`src/rtl/fp_cmac_pkg.sv`:
```
// Shared types for the iterative complex MAC: FSM states, multiplier operand select, widths.
// Pure declarations, no logic.
package fp_cmac_pkg;

   localparam int N_DEFAULT = 32;
   localparam int D_DEFAULT = 16;

   typedef enum logic [2:0] {
      IDLE,
      MUL0,
      MUL1,
      MUL2,
      DONE
   } state_t;

   // MUL0 forms P1, MUL1 forms P2, MUL2 forms P0 so the last product feeds the result directly.
   typedef enum logic [1:0] {
      SEL_P1,
      SEL_P2,
      SEL_P0
   } prod_sel_t;

   // Operands are widened by one bit so sums and negated imaginary parts cannot overflow.
   function automatic int mul_width(input int n);
      return n + 1;
   endfunction

endpackage

```
`src/rtl/fp_seq_mul.sv`:
```
// Signed shift-add multiplier returning floor(a*b/2^d) mod 2^n.
// Latency: load edge on start, then w iteration edges, then a one-cycle done pulse; no backpressure.
module fp_seq_mul
   import fp_cmac_pkg::*;
#(
   parameter int n = N_DEFAULT,
   parameter int d = D_DEFAULT,
   localparam int W = mul_width(n)
) (
   input  logic         clk,
   input  logic         reset,
   input  logic         start,
   input  logic [W-1:0] a,
   input  logic [W-1:0] b,
   output logic         done,
   output logic [n-1:0] p
);

   // Only bits below n+d influence the kept slice, so the product is held mod 2^(n+d).
   localparam int PW = n + d;
   localparam int CW = $clog2(W + 1);

   logic [PW-1:0] mcand_q;
   logic [PW-1:0] prod_q;
   logic [W-1:0]  mplier_q;
   logic [CW-1:0] cnt_q;
   logic          busy_q;
   logic          done_q;
   logic          last;

   assign last = (cnt_q == CW'(W - 1));

   always_ff @(posedge clk) begin
      if (reset) begin
         mcand_q  <= '0;
         prod_q   <= '0;
         mplier_q <= '0;
         cnt_q    <= '0;
         busy_q   <= 1'b0;
         done_q   <= 1'b0;
      end else begin
         done_q <= 1'b0;
         if (start) begin
            mcand_q  <= PW'($signed(a));
            mplier_q <= b;
            prod_q   <= '0;
            cnt_q    <= '0;
            busy_q   <= 1'b1;
         end else if (busy_q) begin
            // The multiplier's sign bit carries weight -2^(W-1), hence the final subtract.
            if (mplier_q[0]) prod_q <= last ? prod_q - mcand_q : prod_q + mcand_q;
            mcand_q  <= mcand_q << 1;
            mplier_q <= mplier_q >> 1;
            cnt_q    <= cnt_q + 1'b1;
            if (last) begin
               busy_q <= 1'b0;
               done_q <= 1'b1;
            end
         end
      end
   end

   assign done = done_q;
   assign p    = prod_q[PW-1:d];

endmodule

```
`src/rtl/fp_iterative_complex_mac.sv`:
```
// Complex multiply / MAC (a*b or a*conj(b)) via a 3-product schedule on one sequential multiplier.
// Latency 3*(n+2)+1 cycles accept-to-send_val; send_rdy=0 holds the result and blocks new input.
module fp_iterative_complex_mac
   import fp_cmac_pkg::*;
#(
   parameter int n = N_DEFAULT,
   parameter int d = D_DEFAULT,
   localparam int W = mul_width(n)
) (
   input  logic         clk,
   input  logic         reset,
   input  logic         recv_val,
   output logic         recv_rdy,
   input  logic [n-1:0] ar,
   input  logic [n-1:0] ac,
   input  logic [n-1:0] br,
   input  logic [n-1:0] bc,
   input  logic         conj,
   input  logic         acc,
   output logic         send_val,
   input  logic         send_rdy,
   output logic [n-1:0] cr,
   output logic [n-1:0] cc
);

   state_t           state_q, state_d;
   prod_sel_t        sel;
   logic             kick_q;
   logic             acc_q;
   logic [W-1:0]     ar_q, ac_q, br_q, bcp_q, sa_q, sb_q;
   logic [W-1:0]     ar_w, ac_w, br_w, bc_w, bcp_w;
   logic [n-1:0]     p1_q, p2_q, cr_q, cc_q;
   logic [n-1:0]     re, im;
   logic             accept;
   logic             mul_start, mul_done;
   logic [W-1:0]     mul_a, mul_b;
   logic [n-1:0]     mul_p;

   assign recv_rdy = (state_q == IDLE) || ((state_q == DONE) && send_rdy);
   assign send_val = (state_q == DONE);
   assign accept   = recv_val && recv_rdy;

   assign ar_w  = W'($signed(ar));
   assign ac_w  = W'($signed(ac));
   assign br_w  = W'($signed(br));
   assign bc_w  = W'($signed(bc));
   assign bcp_w = conj ? -bc_w : bc_w;

   always_comb begin
      state_d = state_q;
      case (state_q)
         IDLE:    if (accept) state_d = MUL0;
         MUL0:    if (mul_done) state_d = MUL1;
         MUL1:    if (mul_done) state_d = MUL2;
         MUL2:    if (mul_done) state_d = DONE;
         DONE:    if (send_rdy) state_d = recv_val ? MUL0 : IDLE;
         default: state_d = IDLE;
      endcase
   end

   // The first product starts the cycle after accept; each later one starts on the previous done.
   always_comb begin
      mul_start = kick_q || (mul_done && ((state_q == MUL0) || (state_q == MUL1)));
      sel       = SEL_P0;
      if (kick_q) sel = SEL_P1;
      else if (state_q == MUL0) sel = SEL_P2;
      mul_a = sa_q;
      mul_b = sb_q;
      case (sel)
         SEL_P1: begin
            mul_a = ar_q;
            mul_b = br_q;
         end
         SEL_P2: begin
            mul_a = ac_q;
            mul_b = bcp_q;
         end
         default: ;
      endcase
   end

   fp_seq_mul #(.n(n), .d(d)) u_mul (
      .clk   (clk),
      .reset (reset),
      .start (mul_start),
      .a     (mul_a),
      .b     (mul_b),
      .done  (mul_done),
      .p     (mul_p)
   );

   assign re = p1_q - p2_q;
   assign im = mul_p - p1_q - p2_q;

   always_ff @(posedge clk) begin
      if (reset) begin
         state_q <= IDLE;
         kick_q  <= 1'b0;
         acc_q   <= 1'b0;
         ar_q    <= '0;
         ac_q    <= '0;
         br_q    <= '0;
         bcp_q   <= '0;
         sa_q    <= '0;
         sb_q    <= '0;
         p1_q    <= '0;
         p2_q    <= '0;
         cr_q    <= '0;
         cc_q    <= '0;
      end else begin
         state_q <= state_d;
         kick_q  <= accept;
         if (accept) begin
            ar_q  <= ar_w;
            ac_q  <= ac_w;
            br_q  <= br_w;
            bcp_q <= bcp_w;
            sa_q  <= ar_w + ac_w;
            sb_q  <= br_w + bcp_w;
            acc_q <= acc;
         end
         if (mul_done && (state_q == MUL0)) p1_q <= mul_p;
         if (mul_done && (state_q == MUL1)) p2_q <= mul_p;
         if (mul_done && (state_q == MUL2)) begin
            cr_q <= acc_q ? cr_q + re : re;
            cc_q <= acc_q ? cc_q + im : im;
         end
      end
   end

   assign cr = cr_q;
   assign cc = cc_q;

endmodule
```
`config.mk`:
```
export PLATFORM = sky130hd
export DESIGN_NAME = fp_iterative_complex_mac
export DESIGN_NICKNAME = d
export VERILOG_FILES = /design/src/rtl/fp_cmac_pkg.sv /design/src/rtl/fp_seq_mul.sv /design/src/rtl/fp_iterative_complex_mac.sv
export SDC_FILE = /design/constraint.sdc
export NUM_CORES = 2
export LEC_CHECK = 0
export ABC_AREA = 0
export CAP_MARGIN = 20
export CORE_MARGIN = 2
export CORE_UTILIZATION = 40
export DETAILED_ROUTE_END_ITERATION = 12
export HOLD_SLACK_MARGIN = 0.05
export PLACE_DENSITY = 0.61
export SETUP_SLACK_MARGIN = 0.2
export SYNTH_ARGS = -nofsm -noshare
export SYNTH_HDL_FRONTEND = slang
export SYNTH_HIERARCHICAL = 1
export SYNTH_SLANG_ARGS = --single-unit
```
`constraint.sdc`:
```
create_clock -name clk -period 13.6 [get_ports clk]
set_input_delay 2.72 -clock clk [delete_from_list [all_inputs] [get_ports clk]]
set_output_delay 2.72 -clock clk [all_outputs]
set_load 0.01 [all_outputs]
```
==> results_dict.tcl <==
set metrics [dict create \
    leakagePower_nw 15.4 \
    cts_resized 0 \
    hp-start "sb_q[16]" \
    skew_ps 59.6 \
    worstHoldPathCells 2 \
    dr_total_vias 30658 \
    cp-start-kind "primary input" \
    power_frac_seq_pct 34.7 \
    yosysWarnings 6 \
    internal_power_mw 2.92 \
    slew_headroom_pct 27.8 \
    globalplace.congestion 0.927 \
    final_cells 5680 \
    grt_overflow 0 \
    cp_top_family "simple AND/OR/NAND/NOR gates" \
    utilization_pct 46.1 \
    p_comb_share_pct 23.3 \
    hold_buffers 0 \
    ff2ff_path_depth 19 \
    report.final.slew_viol_count 0 \
    die_h_um 295 \
    core_um2 83800 \
    critPathCaptureType "flop" \
    synth_seq_cells 465 \
    drv_cap 0 \
    power_frac_clock_pct 42.0 \
    crit_chain "clkdlybuf4s50_1 > or3_1 > or3_1 > or3_1 > or4_1 > o31ai_1 > nand2_1 > xor2_1 > ha_1 > a21o_1 > a21o_1 > and2_1 > or2_2 > a21oi_1 > o21ai_0 > o21a_1 > o311ai_0" \
    async_flop_share_pct 0 \
    clock_latency_ps 660 \
    htreeDepth 2 \
    cts_buffers 57 \
    fin_crit_ps 7250 \
    grt_pass1_vias 28549 \
    drtIter0Drc 2014 \
    synth_nets 4930 \
    drc 0 \
    cts_sinks 465 \
    crit_type "primary input to flop" \
    crit_buf_inv 1 \
    worstReg2RegStart "u_mul/prod_q[21]" \
    syn_area_um2 33900 \
    fin_nets 4942 \
    worstPathRequired_ps 14130 \
    fin_crit_sh_pct 53.3 \
    final_layout_size_suffix_gt1_share_pct 4.12 \
    num_rows 106 \
    placed_cells 5569 \
    power_density_nw_per_um2 109 \
    io_pins 200 \
    synth_flop_cell "dfxtp_1" \
    antenna_found_initial 6 \
    slowest_delay_ps 540 \
    die_w_um 295 \
    swShare_pct 31.0 \
    ys_types 81 \
    hold_viol 0 \
    seq_area_frac_synth_pct 27.5 \
    critPathMaxFanout 5 \
    hold_path_class "flop to flop" \
    synthToLayoutAreaGrowth_pct 14.1 \
    clockBufferDepth 3 \
    wire_per_inst_um 16.9 \
    cp.arrival_ps 7790 \
    postRouteAntennaNets 0 \
    mostFrequentLayoutCells "743 x nand2_1, 570 x a21oi_1, 462 x dfxtp_1" \
    synthCells 4482 \
    cts-root-buf "clkbuf_16" \
    start_util_pct 40.4 \
    cp_slowest_cell "or4_1" \
    post_cts_buffers 0 \
    cts.clk_slew.worst_paths_ps 60 \
    finalSetupTns_ps 0 \
    rsz0062_at_grt "no" \
    dp.final_hpwl_mm 69.5 \
    die-area_um2 87000 \
    status "completed" \
    setup_viol 0 \
    vias_per_cell 5.40 \
    port_buffers 199 \
    grt_pass1_wl_mm 155 \
    p_switching_mw 1.31 \
    worstMarginPinSlew_ps 1080 \
    dr.pass1.iters 5 \
    cts_tree "done" \
    finalWirelength_mm 95.8 \
    layout_commonest_cell "nand2_1" \
    crit_top_cell "or3_1" \
    syn_avg_cell_area_um2 7.56 \
    grt_max_degree 204 \
    grt_usage_pct 21.6 \
    critPathLaunch "bc[7]" \
    synth_edf_count 0 \
    fmax_mhz 138 \
    cp.depth 17 \
    vdd_drop_max_mv 0.109 \
]
-- metal layers --
metal	up-vias	GRT usage (%)	part of all wire [%]
li1	15689	-	-
met1	14232	30.1	48
met2	620	36.1	46
met3	113	2.32	4.0
met4	4	4.75	1.9
met5	-	0	0.023
-- per-stage QoR --
stage / power (mW) / setup slack, ps / area [µm²] / hold WS (ps)
3_5_place_dp: 2.47 / 5670 / 36400 / 443
4_1_cts: 4.27 / 6380 / 38600 / 451
3_3_place_gp: 2.47 / 5760 / 36400 / 439
6_report: 4.23 / 6350 / 38600 / 449
2_1_floorplan: 2.21 / 6810 / 33900 / 419
5_1_grt: 4.45 / 6090 / 38600 / 468
-- cell usage after synthesis (all sizes together), types with 33 or more instances --
cell	number	area, µm²
nand3	67	335
xnor2	165	1450
a21o	110	826
or3	42	273
buf	57	334
nor2b	56	350
ha	277	3470
dfxtp	465	9310
clkbuf	213	800
o31ai	33	289
xor2	105	935
nand2	746	2810
nor2	405	1530
nor3	84	420
a211oi	82	616
o21ai	207	1040
a21oi	570	2850
fa	37	741
inv	147	552
a31oi	39	244
mux2i	154	1540
-- area by class of cell --
cell class / instances / area (µm²)
Clock inverter: 34 / 616
Multi-Input combinational cell: 3599 / 22900
Fill cell: 8476 / 45200
Inverter: 148 / 556
Tap cell: 1134 / 1420
Antenna cell: 4 / 10.0
Timing Repair Buffer: 223 / 2200
Sequential cell: 465 / 9320
Clock buffer: 73 / 1610
-- state kept, by name, indices dropped and copies added, names as in the netlist, 33 cells and up --
| register | flops |
|---|---|
| u_mul/mcand_q | 48 |
| u_mul/prod_q | 48 |
| bcp_q | 33 |
| sa_q | 33 |
| sb_q | 33 |
| u_mul/mplier_q | 33 |
-- kinds of logic (layout without fill, tap and decap cells) --
family,count (synthesis),after routing,share of synthesized area (%)
flops,465,465,27.5
fa+ha+maj,314,314,12.4
simple gates,1615,1615,21.2
buf+inv,418,478,4.99
compound gates,1241,1241,22.2
mux,159,159,4.76
other cells,0,4,0
xor+xnor,270,270,7.02
-- final timing paths --
path,endpoint,slack (ps)
min reg2reg,sb_q[16],450
min,sb_q[16],450
max,sb_q[30],6350
max reg2reg,cc[26],7220
-- worst register-to-register path: stages, from the launching register on --
cell       delay, ps
dfxtp_1          500
fa_1             490
ha_1             400
nand3_1          130
a2111oi_0        840
nor2_1           280
o211ai_1         240
a21oi_1          120
xnor2_1          330
ha_1             360
a21o_1           170
a21o_1           180
a2111oi_0        510
nor4_1           190
o31ai_1          420
o21ai_0          250
a211oi_1         430
xnor2_1          160
mux2i_1           80
a211oi_1         240
-- power by group through the flow --
stage	Sequential, mW	Clock [mW]	Combinational, mW
2_1_floorplan	1.48	0	0.734
3_3_place_gp	1.50	0	0.973
3_5_place_dp	1.50	0	0.972
4_1_cts	1.47	1.82	0.978
5_1_grt	1.48	1.88	1.10
6_report	1.47	1.77	0.985
Note: power is estimated with default switching activity, not from simulation.
